$ cat config.mk
export PLATFORM = sky130hd
export DESIGN_NAME = operand_fetch_buffer_flat
export DESIGN_NICKNAME = d
export VERILOG_FILES = /design/src/rtl/operand_fetch_buffer_pkg.sv /design/src/rtl/operand_fetch_buffer_if.sv /design/src/rtl/operand_fetch_buffer_bypass.sv /design/src/rtl/operand_fetch_buffer.sv /design/src/flat_wrapper.sv
export SDC_FILE = /design/constraint.sdc
export NUM_CORES = 1
export LEC_CHECK = 0
export CORE_ASPECT_RATIO = 0.5
export CORE_UTILIZATION = 43
export CTS_CLUSTER_SIZE = 8
export DETAILED_ROUTE_END_ITERATION = 7
export PLACE_DENSITY = 0.69
export SLEW_MARGIN = 20
export SYNTH_ARGS = -nofsm -noshare
export SYNTH_HDL_FRONTEND = slang
export SYNTH_HIERARCHICAL = 1
export SYNTH_SLANG_ARGS = --single-unit
$ cat constraint.sdc
create_clock -name clk -period 3.3 [get_ports clk]
set_input_delay 0.66 -clock clk [delete_from_list [all_inputs] [get_ports clk]]
set_output_delay 0.66 -clock clk [all_outputs]
set_load 0.02 [all_outputs]
$ cat src/rtl/operand_fetch_buffer_pkg.sv
// Shared widths and request type for the operand fetch buffer.
// The attached register file must be built with the same DATA_WIDTH and SIZE.
package operand_fetch_buffer_pkg;

    localparam int DATA_WIDTH = 32;
    localparam int SIZE       = 32;
    localparam int ADDR_WIDTH = $clog2(SIZE);
    localparam int TAG_WIDTH  = 8;

    typedef logic [DATA_WIDTH-1:0] data_t;
    typedef logic [ADDR_WIDTH-1:0] addr_t;
    typedef logic [TAG_WIDTH-1:0]  tag_t;

    typedef struct packed {
        addr_t addr1;
        addr_t addr2;
        tag_t  tag;
    } fetch_req_t;

endpackage

$ cat src/rtl/operand_fetch_buffer_if.sv
// Issue-side request, register-file read/snoop and consumer-side signals of the fetch buffer.
// The slave modport is the buffer itself; the master modport is its environment.
interface operand_fetch_buffer_if;
    import operand_fetch_buffer_pkg::*;

    logic  flush;

    logic  in_valid;
    logic  in_ready;
    addr_t in_addr1;
    addr_t in_addr2;
    tag_t  in_tag;

    logic  rf_read1_en;
    addr_t rf_read1_addr;
    data_t rf_read1_data;
    logic  rf_read2_en;
    addr_t rf_read2_addr;
    data_t rf_read2_data;

    logic  wb_en;
    addr_t wb_addr;
    data_t wb_data;

    logic  out_valid;
    logic  out_ready;
    data_t out_data1;
    data_t out_data2;
    tag_t  out_tag;

    modport slave (
        input  flush,
        input  in_valid, in_addr1, in_addr2, in_tag,
        output in_ready,
        output rf_read1_en, rf_read1_addr, rf_read2_en, rf_read2_addr,
        input  rf_read1_data, rf_read2_data,
        input  wb_en, wb_addr, wb_data,
        output out_valid, out_data1, out_data2, out_tag,
        input  out_ready
    );

    modport master (
        output flush,
        output in_valid, in_addr1, in_addr2, in_tag,
        input  in_ready,
        input  rf_read1_en, rf_read1_addr, rf_read2_en, rf_read2_addr,
        output rf_read1_data, rf_read2_data,
        output wb_en, wb_addr, wb_data,
        input  out_valid, out_data1, out_data2, out_tag,
        output out_ready
    );

endinterface

$ cat src/rtl/operand_fetch_buffer_bypass.sv
// Writeback forwarding for one buffered operand: a snooped write to the same
// register replaces the operand's current value.
module operand_bypass
    import operand_fetch_buffer_pkg::*;
(
    input  addr_t addr_i,
    input  data_t data_i,
    input  logic  wb_en_i,
    input  addr_t wb_addr_i,
    input  data_t wb_data_i,
    output data_t data_o
);

    assign data_o = (wb_en_i && (wb_addr_i == addr_i)) ? wb_data_i : data_i;

endmodule

$ cat src/rtl/operand_fetch_buffer.sv
// Two-stage operand fetch buffer: P waits for the 1-cycle register-file read,
// O presents operands; both stages stay coherent with snooped writebacks.
module operand_fetch_buffer
    import operand_fetch_buffer_pkg::*;
(
    input  logic                  clk,
    input  logic                  reset,
    operand_fetch_buffer_if.slave bus
);

    logic       p_valid_q, p_valid_d;
    logic       p_held_q,  p_held_d;
    fetch_req_t p_req_q,   p_req_d;
    data_t      p_hold1_q, p_hold1_d;
    data_t      p_hold2_q, p_hold2_d;

    logic       o_valid_q, o_valid_d;
    fetch_req_t o_req_q,   o_req_d;
    data_t      o_data1_q, o_data1_d;
    data_t      o_data2_q, o_data2_d;

    logic  o_free, p_move, p_stall, in_ready, accept;
    data_t p_src1, p_src2;
    data_t p_byp1, p_byp2, o_byp1, o_byp2;

    assign o_free   = !o_valid_q || bus.out_ready;
    assign p_move   = p_valid_q && o_free;
    assign p_stall  = p_valid_q && !p_move;
    assign in_ready = !reset && !bus.flush && (!p_valid_q || p_move);
    assign accept   = bus.in_valid && in_ready;

    // The SRAM output is only trustworthy in the cycle right after the read.
    assign p_src1 = p_held_q ? p_hold1_q : bus.rf_read1_data;
    assign p_src2 = p_held_q ? p_hold2_q : bus.rf_read2_data;

    operand_bypass u_byp_p1 (
        .addr_i(p_req_q.addr1), .data_i(p_src1),
        .wb_en_i(bus.wb_en), .wb_addr_i(bus.wb_addr), .wb_data_i(bus.wb_data),
        .data_o(p_byp1)
    );
    operand_bypass u_byp_p2 (
        .addr_i(p_req_q.addr2), .data_i(p_src2),
        .wb_en_i(bus.wb_en), .wb_addr_i(bus.wb_addr), .wb_data_i(bus.wb_data),
        .data_o(p_byp2)
    );
    operand_bypass u_byp_o1 (
        .addr_i(o_req_q.addr1), .data_i(o_data1_q),
        .wb_en_i(bus.wb_en), .wb_addr_i(bus.wb_addr), .wb_data_i(bus.wb_data),
        .data_o(o_byp1)
    );
    operand_bypass u_byp_o2 (
        .addr_i(o_req_q.addr2), .data_i(o_data2_q),
        .wb_en_i(bus.wb_en), .wb_addr_i(bus.wb_addr), .wb_data_i(bus.wb_data),
        .data_o(o_byp2)
    );

    // NOTE: every signal written here gets a value before any branch, so no latch is inferred.
    always_comb begin
        p_valid_d = accept || p_stall;
        o_valid_d = p_move || (o_valid_q && !bus.out_ready);
        p_held_d  = p_stall;
        if (bus.flush) begin
            p_valid_d = 1'b0;
            o_valid_d = 1'b0;
            p_held_d  = 1'b0;
        end

        p_req_d = p_req_q;
        if (accept) begin
            p_req_d.addr1 = bus.in_addr1;
            p_req_d.addr2 = bus.in_addr2;
            p_req_d.tag   = bus.in_tag;
        end

        p_hold1_d = p_stall ? p_byp1 : p_hold1_q;
        p_hold2_d = p_stall ? p_byp2 : p_hold2_q;

        o_req_d   = p_move ? p_req_q : o_req_q;
        o_data1_d = p_move ? p_byp1  : o_byp1;
        o_data2_d = p_move ? p_byp2  : o_byp2;
    end

    // NOTE: state registers use <= so all of them sample the same pre-edge values.
    always_ff @(posedge clk) begin
        if (reset) begin
            p_valid_q <= 1'b0;
            p_held_q  <= 1'b0;
            o_valid_q <= 1'b0;
            o_req_q   <= '0;
            o_data1_q <= '0;
            o_data2_q <= '0;
        end else begin
            p_valid_q <= p_valid_d;
            p_held_q  <= p_held_d;
            o_valid_q <= o_valid_d;
            o_req_q   <= o_req_d;
            o_data1_q <= o_data1_d;
            o_data2_q <= o_data2_d;
        end
    end

    // NOTE: P payload is only observed under p_valid/p_held, so it needs no reset.
    always_ff @(posedge clk) begin
        p_req_q   <= p_req_d;
        p_hold1_q <= p_hold1_d;
        p_hold2_q <= p_hold2_d;
    end

    assign bus.in_ready      = in_ready;
    assign bus.rf_read1_en   = accept;
    assign bus.rf_read1_addr = bus.in_addr1;
    assign bus.rf_read2_en   = accept;
    assign bus.rf_read2_addr = bus.in_addr2;

    assign bus.out_valid = o_valid_q;
    assign bus.out_data1 = o_data1_q;
    assign bus.out_data2 = o_data2_q;
    assign bus.out_tag   = o_req_q.tag;

endmodule

$ cat src/flat_wrapper.sv
// flat-port wrapper written by rule: the top's interface ports become plain ports
module operand_fetch_buffer_flat import operand_fetch_buffer_pkg::*;
  (clk, reset, bus_flush, bus_in_valid, bus_in_addr1, bus_in_addr2, bus_in_tag, bus_in_ready, bus_rf_read1_en, bus_rf_read1_addr, bus_rf_read2_en, bus_rf_read2_addr, bus_rf_read1_data, bus_rf_read2_data, bus_wb_en, bus_wb_addr, bus_wb_data, bus_out_valid, bus_out_data1, bus_out_data2, bus_out_tag, bus_out_ready);
  operand_fetch_buffer_if bus_i ();
  input  logic clk;
  input  logic reset;
  input wire logic [$bits(bus_i.flush)-1:0] bus_flush;
  input wire logic [$bits(bus_i.in_valid)-1:0] bus_in_valid;
  input wire logic [$bits(bus_i.in_addr1)-1:0] bus_in_addr1;
  input wire logic [$bits(bus_i.in_addr2)-1:0] bus_in_addr2;
  input wire logic [$bits(bus_i.in_tag)-1:0] bus_in_tag;
  output wire logic [$bits(bus_i.in_ready)-1:0] bus_in_ready;
  output wire logic [$bits(bus_i.rf_read1_en)-1:0] bus_rf_read1_en;
  output wire logic [$bits(bus_i.rf_read1_addr)-1:0] bus_rf_read1_addr;
  output wire logic [$bits(bus_i.rf_read2_en)-1:0] bus_rf_read2_en;
  output wire logic [$bits(bus_i.rf_read2_addr)-1:0] bus_rf_read2_addr;
  input wire logic [$bits(bus_i.rf_read1_data)-1:0] bus_rf_read1_data;
  input wire logic [$bits(bus_i.rf_read2_data)-1:0] bus_rf_read2_data;
  input wire logic [$bits(bus_i.wb_en)-1:0] bus_wb_en;
  input wire logic [$bits(bus_i.wb_addr)-1:0] bus_wb_addr;
  input wire logic [$bits(bus_i.wb_data)-1:0] bus_wb_data;
  output wire logic [$bits(bus_i.out_valid)-1:0] bus_out_valid;
  output wire logic [$bits(bus_i.out_data1)-1:0] bus_out_data1;
  output wire logic [$bits(bus_i.out_data2)-1:0] bus_out_data2;
  output wire logic [$bits(bus_i.out_tag)-1:0] bus_out_tag;
  input wire logic [$bits(bus_i.out_ready)-1:0] bus_out_ready;
  assign bus_i.flush = bus_flush;
  assign bus_i.in_valid = bus_in_valid;
  assign bus_i.in_addr1 = bus_in_addr1;
  assign bus_i.in_addr2 = bus_in_addr2;
  assign bus_i.in_tag = bus_in_tag;
  assign bus_in_ready = bus_i.in_ready;
  assign bus_rf_read1_en = bus_i.rf_read1_en;
  assign bus_rf_read1_addr = bus_i.rf_read1_addr;
  assign bus_rf_read2_en = bus_i.rf_read2_en;
  assign bus_rf_read2_addr = bus_i.rf_read2_addr;
  assign bus_i.rf_read1_data = bus_rf_read1_data;
  assign bus_i.rf_read2_data = bus_rf_read2_data;
  assign bus_i.wb_en = bus_wb_en;
  assign bus_i.wb_addr = bus_wb_addr;
  assign bus_i.wb_data = bus_wb_data;
  assign bus_out_valid = bus_i.out_valid;
  assign bus_out_data1 = bus_i.out_data1;
  assign bus_out_data2 = bus_i.out_data2;
  assign bus_out_tag = bus_i.out_tag;
  assign bus_i.out_ready = bus_out_ready;
  operand_fetch_buffer u_core (.clk(clk), .reset(reset), .bus(bus_i));
endmodule
==> flow_summary.ini <==
[worst_setup_path]
crit_required_ns = 2.64
cp_max_fo = 3
cp_common_cell = clkdlybuf4s50_1
slowest_delay_ns = 0.63
crit_type = in -> out
end_kind = primary output
critPathTopFamily = buffers and inverters
worstPathCellList = clkdlybuf4s50_1, nor2b_4, nand2_1, and3_1, clkdlybuf4s50_1
cp_num_buf_inv = 2
start_kind = primary input
critical_path_arrival_ns = 2.23
slowest_stage = clkdlybuf4s50_1

[synth]
syn_nets = 837
ys_ff_latch = 167
ys_warn_count = 6
yosys.cell_count.top_type = nand2b_1
avgSynthCellArea_um2 = 13.55
synth_cell_types = 21
synthTopCellsByArea = edfxtp_1 26%, mux2_4 19%, dfxtp_1 18%
ys.flop_type = dfxtp_1
synthCells = 712
yosysTopAreaCell = edfxtp_1
synth_top_cell_area_share_pct = 25.53
ys_seq_area_share_pct = 43.16
synth_edf_count = 82
synth_common_cells = 164 x nand2b_1, 120 x mux2_4, 85 x dfxtp_1
async_flop_share_pct = 0
syn-cell-area_mm2 = 0.009647

[hold_path]
hold_class = reg -> reg

[global_routing]
use_met1_pct = 23.42
antenna_found_initial = 0
grt_pass1_vias = 6065
grt_use_met3_pct = 4.609
grt_first_pass_wirelength_um = 33010
grt_max_degree = 97
grtUsageTotal_pct = 18.81
grt.overflow.total = 0
grt_use_met2_pct = 31.89
grt.busiest_layer = met2

[route]
drt-total-wl_um = 21300
detail-route-antenna-nets = 0
vias = 5783
vias_per_cell = 4.819
drc = 0
first_pass_iters = 4
drtIter0Drc = 257
wl_per_cell_um = 17.75

[clock_tree]
htreeDepth = 4
clockBufferDepth = 2
cts_hold_buf = 0
cts_tree = done
clkTransAtPathRegs_ns = 0.06
clock_latency_ns = 0.44
cts_resized = 0
cts-buffers-inserted = 17
cts-root-buf = clkbuf_16
post-cts-setup-buffer-count = 0
clock-sinks = 167

[final_layout]
drive_gt1_share_pct = 27.33
fin_nets = 1012
n_fill_cell = 1814
antenna_cells = 0
final_area_mm2 = 0.01218
area_growth_pct = 26.23

[timing]
tns_ns = 0
finalCritPeriodShare_pct = 87.53
finalSetupViolCount = 0
period_needed_ns = 2.888
slew_headroom_pct = 32.12
max_freq_mhz = 346.2
finalHoldViolations = 0
grt_setup_unrepaired = no
skew_ns = 0.006185
hold-worst-slack_ns = 0.4744
drv_slew = 0
worst_pin_slew_ns = 1.018
postLayoutSetupSlackWorst_ns = 0.4117

[floorplanning]
start_util_pct = 44.20
ios = 211
core_area_mm2 = 0.02182
num_rows = 38
die_x_um = 213.8
die_y_um = 107.9
fp.dieArea_mm2 = 0.02307

[run_status]
status = finished clean

[power_and_ir_drop]
powerDensity_mw_per_mm2 = 406.6
power_uw = 4951
p_leak_uw = 0.004330
ir_drop_mv = 0.3042

[placed_design]
pre_cts_ws_ns = 0.3691
dpl.hpwl_um = 13690
place_congestion = 0.7433
port_buffers = 210
post_dp_cell_area_mm2 = 0.01160

[job]
maxCapViolations = 0
-- kinds of logic (layout without fill, tap and decap cells) --
| logic type | count (synthesis) | count (layout) | share of synthesized area, % |
|---|---|---|---|
| muxes | 274 | 274 | 35.59 |
| xor gates and xnor gates | 20 | 20 | 1.816 |
| AOI/OAI and AO/OA | 2 | 2 | 0.1556 |
| and+or+nand+nor | 179 | 179 | 11.69 |
| buffers and inverters | 70 | 258 | 7.587 |
| DFF | 167 | 167 | 43.16 |
-- cell type report --
type	count	area, um^2	area share (%)
sequential	167	4168	34.23
clock buffer	19	442.9	3.637
multi-input combinational	475	4756	39.06
clock inverter	13	130.1	1.069
timing repair buffer	225	2300	18.89
inverter	1	5.005	0.04110
tap	300	375.4	3.083
-- state kept, by name, indices dropped and copies added, names as in the netlist --
register / cells
u_core/bus.out_tag: 8
u_core/p_held_q: 1
u_core/bus.out_data1: 32
u_core/p_hold2_q: 32
u_core/p_valid_q: 1
u_core/p_hold1_q: 32
u_core/p_req_q: 18
u_core/bus.out_valid: 1
u_core/o_req_q: 10
u_core/bus.out_data2: 32
-- layout by cell type (no fill, tap or decap) --
cell type        instances
bufinv_16                2
nor2_1                   1
and3_1                   1
nand2b_1               164
clkinv_2                 5
clkbuf_16               17
clkdlybuf4s50_1        209
nor3_1                   2
mux2_2                  72
clkinvlp_4               5
inv_6                    1
nor2b_4                  2
xnor2_1                  4
clkbuf_8                 1
xor2_1                  16
edfxtp_1                82
clkinv_1                 1
nor4_1                   4
o21a_1                   2
dfxtp_1                 84
buf_4                    9
nand2_1                  1
mux2_4                 120
mux2i_1                 82
buf_12                   7
clkbuf_1                 1
dfxtp_4                  1
and3_2                   4
-- worst min-delay path, stage by stage (launching register included) --
cell	delay, ns
dfxtp_1	0.31
nand2b_1	0.06
mux2i_1	0.06
-- per-stage QoR --
step,util (%),std cells
2_1_floorplan,-,712
3_3_place_gp,53.17,1168
3_5_place_dp,53.17,1168
4_1_cts,55.80,1200
5_1_grt,55.80,1200
6_report,55.80,1200
-- report_power, final --
group	internal (uW)	switching, uW	total (uW)
Combinational	439	274	713
Sequential	2230	30.2	2260
Clock	1130	853	1980
Total	3790	1160	4950
-- final timing paths --
| check | start | endpoint | slack [ns] | depth (start not counted) |
|---|---|---|---|---|
| worst max-delay path | bus_out_ready | bus_rf_read1_en | 0.41 | 5 |
| worst min-delay path | u_core/bus.out_tag[6]$_SDFFE_PP0P_ | u_core/bus.out_tag[6]$_SDFFE_PP0P_ | 0.47 | 2 |
| worst max register to register | u_core/p_req_q[14]$_DFFE_PP_ | u_core/bus.out_data1[18]$_SDFF_PP0_ | 1.14 | 7 |
| worst min register to register | u_core/bus.out_tag[6]$_SDFFE_PP0P_ | u_core/bus.out_tag[6]$_SDFFE_PP0P_ | 0.47 | 2 |
-- layer usage --
metal  vias up  part of all wire (%)
met2        82                    50
li1       2828                     -
met4         0                   1.6
met1      2850                    46
met5         -                     0
met3        23                   2.9
(Power assumes the default switching activity.)
